$ cat src/rtl/vend_pkg.sv
// rtl/vend_pkg.sv - shared types and constants for the vend_dispenser block
package vend_pkg;

    localparam int CREDIT_W       = 2;
    localparam int DEBOUNCE_DEPTH = 3;

`ifdef VEND_CHANGE_RETURN_EN
    typedef enum logic [2:0] {
        ST_IDLE,
        ST_CLEAR,
        ST_VEND,
        ST_CHANGE,
        ST_DENY
    } vend_state_e;
`else
    typedef enum logic [2:0] {
        ST_IDLE,
        ST_CLEAR,
        ST_VEND,
        ST_DENY
    } vend_state_e;
`endif

endpackage

$ cat src/rtl/vend_debounce.sv
// rtl/vend_debounce.sv - select-button debouncer with one-cycle rising-edge pulse
module vend_debounce
    import vend_pkg::*;
(
    input  logic clk,
    input  logic rst_i,
    input  logic raw,
    output logic edge_pulse
);

    logic [DEBOUNCE_DEPTH-1:0] sync_q;
    logic                      deb_q;
    logic                      deb;

    // Debounced level needs every sample in the window high.
    assign deb        = &sync_q;
    assign edge_pulse = deb & ~deb_q;

    always_ff @(posedge clk or posedge rst_i) begin
        if (rst_i) begin
            sync_q <= '0;
            deb_q  <= 1'b0;
        end else begin
            sync_q <= {sync_q[DEBOUNCE_DEPTH-2:0], raw};
            deb_q  <= deb;
        end
    end

endmodule

$ cat src/rtl/vend_dispenser.sv
// rtl/vend_dispenser.sv - vending dispense controller; VEND_CHANGE_RETURN_EN enables coin change return
module vend_dispenser
    import vend_pkg::*;
#(
    parameter int PRICE        = 2,
    parameter int MOTOR_CYCLES = 8,
    parameter int PULSE_CYCLES = 4,
    parameter int DENY_CYCLES  = 4
) (
    input  logic                clk,
    input  logic                rst_i,
    input  logic                sel_raw,
    input  logic [CREDIT_W-1:0] credit,
    output logic                credit_clr,
    output logic                motor,
    output logic                change_pulse,
    output logic                deny,
    output logic                busy
);

    if (PRICE < 1 || PRICE > 3) begin : g_bad_price
        $error("vend_dispenser: PRICE must be in 1..3");
    end
    if (MOTOR_CYCLES < 1 || MOTOR_CYCLES > 255) begin : g_bad_motor
        $error("vend_dispenser: MOTOR_CYCLES must be in 1..255");
    end
    if (PULSE_CYCLES < 1 || PULSE_CYCLES > 255) begin : g_bad_pulse
        $error("vend_dispenser: PULSE_CYCLES must be in 1..255");
    end
    if (DENY_CYCLES < 1 || DENY_CYCLES > 255) begin : g_bad_deny
        $error("vend_dispenser: DENY_CYCLES must be in 1..255");
    end

    localparam logic [CREDIT_W-1:0] PRICE_C  = CREDIT_W'(PRICE);
    localparam logic [7:0]          MOTOR_LD = 8'(MOTOR_CYCLES - 1);
    localparam logic [7:0]          DENY_LD  = 8'(DENY_CYCLES - 1);

    logic        sel_edge;
    vend_state_e state_q, state_d;
    logic [7:0]  cnt_q, cnt_d;

    vend_debounce u_debounce (
        .clk        (clk),
        .rst_i      (rst_i),
        .raw        (sel_raw),
        .edge_pulse (sel_edge)
    );

`ifdef VEND_CHANGE_RETURN_EN
    localparam logic [7:0] PULSE_LD = 8'(PULSE_CYCLES - 1);
    logic [CREDIT_W-1:0] chg_q, chg_d;
    logic                phase_q, phase_d;
    logic                pulse_q;
`endif

    // Each state's counter is loaded on entry with (duration - 1) and the
    // state is left in the cycle the counter reads zero.
    always_comb begin
        state_d = state_q;
        cnt_d   = cnt_q;
`ifdef VEND_CHANGE_RETURN_EN
        chg_d   = chg_q;
        phase_d = phase_q;
`endif
        case (state_q)
            ST_IDLE: begin
                if (sel_edge) begin
                    if (credit >= PRICE_C) begin
                        state_d = ST_CLEAR;
                        cnt_d   = '0;
`ifdef VEND_CHANGE_RETURN_EN
                        chg_d   = credit - PRICE_C;
`endif
                    end else begin
                        state_d = ST_DENY;
                        cnt_d   = DENY_LD;
                    end
                end
            end
            ST_CLEAR: begin
                state_d = ST_VEND;
                cnt_d   = MOTOR_LD;
            end
            ST_VEND: begin
                if (cnt_q == 8'd0) begin
                    state_d = ST_IDLE;
                    cnt_d   = '0;
`ifdef VEND_CHANGE_RETURN_EN
                    if (chg_q != '0) begin
                        state_d = ST_CHANGE;
                        cnt_d   = PULSE_LD;
                        phase_d = 1'b1;
                    end
`endif
                end else begin
                    cnt_d = cnt_q - 8'd1;
                end
            end
`ifdef VEND_CHANGE_RETURN_EN
            // phase_q high = pulse high half, low = spacing half of one unit.
            ST_CHANGE: begin
                if (cnt_q != 8'd0) begin
                    cnt_d = cnt_q - 8'd1;
                end else if (phase_q) begin
                    phase_d = 1'b0;
                    cnt_d   = PULSE_LD;
                end else begin
                    if (chg_q != '0) begin
                        chg_d = chg_q - 2'd1;
                    end
                    if (chg_q <= 2'd1) begin
                        state_d = ST_IDLE;
                        cnt_d   = '0;
                    end else begin
                        phase_d = 1'b1;
                        cnt_d   = PULSE_LD;
                    end
                end
            end
`endif
            ST_DENY: begin
                if (cnt_q == 8'd0) begin
                    state_d = ST_IDLE;
                    cnt_d   = '0;
                end else begin
                    cnt_d = cnt_q - 8'd1;
                end
            end
            default: begin
                state_d = ST_IDLE;
                cnt_d   = '0;
            end
        endcase
    end

    // Outputs are registered from the next state so they line up with state_q.
    always_ff @(posedge clk or posedge rst_i) begin
        if (rst_i) begin
            state_q    <= ST_IDLE;
            cnt_q      <= '0;
            credit_clr <= 1'b0;
            motor      <= 1'b0;
            deny       <= 1'b0;
            busy       <= 1'b0;
`ifdef VEND_CHANGE_RETURN_EN
            chg_q      <= '0;
            phase_q    <= 1'b0;
            pulse_q    <= 1'b0;
`endif
        end else begin
            state_q    <= state_d;
            cnt_q      <= cnt_d;
            credit_clr <= (state_d == ST_CLEAR);
            motor      <= (state_d == ST_VEND);
            deny       <= (state_d == ST_DENY);
            busy       <= (state_d != ST_IDLE);
`ifdef VEND_CHANGE_RETURN_EN
            chg_q      <= chg_d;
            phase_q    <= phase_d;
            pulse_q    <= (state_d == ST_CHANGE) && phase_d;
`endif
        end
    end

`ifdef VEND_CHANGE_RETURN_EN
    assign change_pulse = pulse_q;
`else
    assign change_pulse = 1'b0;
`endif

endmodule

$ cat config.mk
export PLATFORM = sky130hd
export DESIGN_NAME = vend_dispenser
export DESIGN_NICKNAME = d
export VERILOG_FILES = /design/src/rtl/vend_pkg.sv /design/src/rtl/vend_debounce.sv /design/src/rtl/vend_dispenser.sv
export SDC_FILE = /design/constraint.sdc
export NUM_CORES = 1
export LEC_CHECK = 0
export ABC_AREA = 1
export CAP_MARGIN = 30
export CORE_MARGIN = 3
export CORE_UTILIZATION = 50
export DETAILED_ROUTE_END_ITERATION = 10
export GPL_TIMING_DRIVEN = 1
export MAX_ROUTING_LAYER = met4
export PLACE_DENSITY = 0.71
export SLEW_MARGIN = 20
export SYNTH_ARGS = -nofsm -noshare
export SYNTH_HDL_FRONTEND = slang
export SYNTH_HIERARCHICAL = 1
export SYNTH_SLANG_ARGS = --single-unit
$ cat constraint.sdc
create_clock -name clk -period 1.8 [get_ports clk]
set_input_delay 0.36 -clock clk [delete_from_list [all_inputs] [get_ports clk]]
set_output_delay 0.36 -clock clk [all_outputs]
set_load 0.02 [all_outputs]
**Word-level counts from Yosys, hierarchy flattened**

Cells that the tools add are included.

- Register bits: 19
- Bits in latches: 0
- RAM bits: 0
- Bits in read-only memories: 0
- Input bits: 5
- Logic and storage cells: 32
- Memories kept: 0

- Add/sub/neg operators: 1
- Multiply operators: 0
- Divide/modulo/power cells: 0
- $lt $le $gt $ge: 1
- Eq/ne operators: 7
- Shift operators: 0
- Mux-type cells: 8
- Bitwise operators: 2
- Reductions and logical operators: 5

Operators with widths:

| operator | number |
|---|---|
| $pmux W8 S3 | 1 |
| $mux W8 | 2 |
| $eq A3 B2 Y1 const B | 4 |
| $pmux W3 S3 | 1 |
| $logic_not A8 Y1 | 1 |
| $sub A8 B1 Y8 const B | 1 |
| $eq A3 B1 Y1 const B | 2 |
| $mux W3 | 2 |
| $mux W2 | 2 |
| $logic_not A3 Y1 | 1 |
| $reduce_and A3 Y1 | 1 |
| $reduce_bool A3 Y1 | 1 |
| $ge A2 B2 Y1 const B | 1 |
| $ne A2 B2 Y1 const B | 1 |
| $reduce_or A2 Y1 | 1 |
| $and A1 B1 Y1 | 1 |
| $not A1 Y1 | 1 |

**Longest topological paths before layout**

- Depth after elaboration: 5
- Depth in mapped cells: 9
- Gate-level depth less buffers: 9

**Modules after synthesis**

The synthesis kept the hierarchy.

By module, submodules not included:

| module | instances | cells an instance | area an instance (um2) | sequential area each (um2) |
|---|---|---|---|---|
| vend_dispenser | 1 | 108 | 907.1 | 375.4 |
| vend_debounce | 1 | 8 | 123.9 | 100.1 |

**Least setup slack after synthesis**

OpenSTA, ideal clock, no wires.

- Path type: reg2reg
- Start point: register cnt_q[0]
- End point: register busy
- Library setup time: 0.116 ns
- Arrival time: 1.246 ns
- Path slack: 0.438 ns
- Cell stages (with the launch flop): 8
- Clock period less this slack: 1.362 ns
- Path through: dfrtp_1 -> inv_1 -> ha_1 -> nand3_1 -> o21ai_4 -> o21ai_4 -> inv_2 -> nand2_1

- Cells in the longest elaborated chain, start to end: 4

RTL lines:

| what | line | text |
|---|---|---|
| start, declared | vend_dispenser.sv:40 | `logic [7:0] cnt_q, cnt_d;` |
| start signal, assigned | vend_dispenser.sv:152 | `cnt_q <= cnt_d;` |
| $logic_not A8 Y1 | vend_dispenser.sv:85, vend_dispenser.sv:122 |  |
| $mux W3 | vend_dispenser.sv:85, vend_dispenser.sv:122 |  |
| $pmux W3 S3 | vend_dispenser.sv:65 | `case (state_q)` |
| named net state_d[1] | vend_dispenser.sv:39 | `vend_state_e state_q, state_d;` |
| $reduce_bool A3 Y1 | vend_dispenser.sv:156 | `busy <= (state_d != ST_IDLE);` |
| end signal, assigned | vend_dispenser.sv:156 |  |
| end, declared | vend_dispenser.sv:18 | `output logic busy` |

The timed path passes the listed nets, and every way through them passes these cells.
A chain may end at the register's enable or synchronous reset.

**Final worst setup path**

- Start point: register motor
- End point: output motor

RTL lines:

| what | line | text |
|---|---|---|
| start, declared | vend_dispenser.sv:15 | `output logic motor,` |
| start signal, assigned | vend_dispenser.sv:154 | `motor <= (state_d == ST_VEND);` |

No word-level cell between the ends.

==> results.md <==
- Avg Cell Area, Syn: 8.89 µm²
- Worst skew pair latency: ~310 ps
- DR WL/cell: 10.6 µm
- Die Area: 0.00264 mm²
- RSZ-0062 raised after global routing: false
- DR iter-0 viols: 7
- Global placement routability congestion: slightly above 0.8
- Post-route clock period utilization: 88.9%
- Vias in the first global route: 653
- Via density: 4.66
- Slowest CP cell: clkdlybuf4s50_1
- Period minus WS final: 1600 ps
- Crit-path max FO: 1
- Die height: 51.4 µm
- Number of flops mapped to enable cells by yosys: 0
- Post-synth top cells: nand2_1, dfrtp_1, inv_1
- YS warnings: 6
- H-tree depth: 1
- PwrDens: 927 mW/mm²
- Total number of vias: 704
- Critical Path Start: motor
- Crit-path leading delay family: buffers and inverters
- Inserted Diodes: 0
- First-pass GRT wire length: 2.72 mm
- Crit path cell chain: clkdlybuf4s50_1
- Clock root buffer: clkbuf_4
- Dominant cells by area after synthesis: dfrtp_1, nand2_1, inv_1, nor2_1, nand3_2
- CTS max path bufs: 2
- CTS tree: built
- Critical path type: reg2out
- Net count, final: 134
- Detail Route Antenna Nets: 0
- Worst Path Required: between 1000 and 1500 ps
- PortBufs: 7
- Pin count of the biggest net entering global routing: 16
- Clock slew at reported path FFs: around 110 ps
- Max Slew Vio Count: 0
- Final TNS setup: 0 ps
- DRC: 0
- Post-synth top flop: dfrtp_1
- Worst setup SP type: flop
- Worst Path Buf+Inv: 1
- Hold WC Path Type: in2async
- Setup crit end kind: output pin
- Number of fill cells in the layout: 182
- Initial antenna violation count: 0
- Leading cell type by number of instances after synthesis: nand2_1
- Top Ports: 10
- Post-synthesis register bit count: 19
- Utilization after layout: 62.2%
- TritonCTS Buffers: 3
- Run status: complete, no violations
- Post-Route WL: ~1.6 mm
- Setup violators final: 0
- Post-CTS Hold Fix Bufs: 0
- CTS Sinks: 19
- Rows: 15
- Max-Cap Viols: 0
- Placed cell count: between 100 and 150
- Area growth from synthesis to layout: 10.9%
- Number of iterations in the first detailed-routing pass: 2
- R2r endpoint: busy
- Async S/R FF share, synth: 100%
- Mapped cell area: 0.00103 mm²
- Cells on worst reg2reg path: 7
- CTS resizes: 0
- Max incr delay on CP: 600 ps
- Cell taking the most area after synthesis: dfrtp_1
- Syn Inst Count: 116
- Starting density of the core: 56.1%
- Post-CTS Setup Bufs: 0
- Reg2reg setup slack: ~300 ps
- CP arrival: 1240 ps
- Max Clk Rate: 625 MHz
- Non-filler cells, final: 151
- Post-synth cell types: 22
- Largest vdd supply drop: approximately 0.74 mV
- Rel. slew slack: 61.0%
- Congestion Overflow GR: 0
- LEAKAGE: 0.591 nW
- Final Skew: 9.41 ps
- Layout cell share with drive strength beyond 1: 23.0%
- Count of final hold-check violations: 0
- Die W: 51.4 µm
- Post-synth top area share: 46.1%
- Core Box Area: 0.00184 mm²
- Worst-margin pin slew: approximately 590 ps
- DP HPWL: 1.22 mm
- Critical R2R Launch: cnt_q[0]
- GRT Overall Usage: between 10 and 15%
- Seq/Total Area, Yosys: 46.1%
[placed cells by master (no fill, tap or decap), drive strengths merged]
cell,netlist,final
a21oi,1,1
clkbuf,0,3
clkdlybuf4s50,0,7
clkinvlp,0,1
conb,1,2
dfrtp,19,19
ha,2,2
inv,22,22
nand2,29,29
nand3,11,11
nor2,22,22
nor3,1,1
o211ai,1,1
o21ai,2,2
xor2,3,3
[flip-flops by register name (all words and copies together), names as in the netlist]
name	count
state_q	3
deny	1
credit_clr	1
motor	1
busy	1
u_debounce/deb_q	1
u_debounce/sync_q	3
cnt_q	8
[stage by stage]
step / hold slack (ps) / worst slack [ps] / power (W) / area, µm²
final: 251 / 200 / 0.00106 / 1140
after global routing: 242 / 143 / 0.00114 / 1140
after CTS: 239 / 174 / 0.00108 / 1140
after detailed placement: 381 / 320 / 0.000847 / 1110
after global placement: 374 / 351 / 0.000834 / 1110
after floorplan: 126 / 438 / 0.000787 / 1030
[how the worst max path moves through the flow]
| stage | cells past startpoint | end |
|---|---|---|
| after floorplan | 7 | busy |
| after global placement | 7 | busy |
| after detailed placement | 7 | busy |
| after CTS | 1 | busy |
| after global routing | 1 | motor |
| final | 1 | motor |
[area by class of cell]
type                            count  area [µm²]  area share (%)
Clock inverter                      1        7.51           0.656
Tap cell                           25        31.3            2.74
Sequential cell                    19         475            41.6
Inverter                           22        82.6            7.22
Timing Repair Buffer                7        70.1            6.13
Clock buffer                        3        22.5            1.97
Multi-Input combinational cell     74         454            39.7
[cell families (layout without fill, tap and decap cells)]
group | count (synthesis) | after routing | share of synthesized area [%]
buffers and inverters | 24 | 33 | 10.2
flip-flops | 19 | 19 | 46.1
AO/OA/AOI/OAI | 4 | 4 | 4.37
AND/OR/NAND/NOR | 63 | 63 | 34.0
other | 1 | 2 | 0.364
XOR/XNOR | 3 | 3 | 2.55
adder cells (fa/ha/maj) | 2 | 2 | 2.43
[power breakdown]
part	switching (W)	leakage, nW	internal, W
sequential	0.0000442	0.249	0.000468
combinational	0.000205	0.327	0.000118
clock	0.000140	0.0139	0.0000847
[metal layers]
| metal | wire length [µm] | GRT usage (%) | vias to the layer above |
|---|---|---|---|
| li1 | - | - | 366 |
| met1 | 710 | 16.6 | 327 |
| met2 | 811 | 22.7 | 9 |
| met3 | 61 | 6.12 | 2 |
| met4 | 13 | 3.93 | 0 |
| met5 | 0 | - | - |
Note: power is estimated with default switching activity, not from simulation.
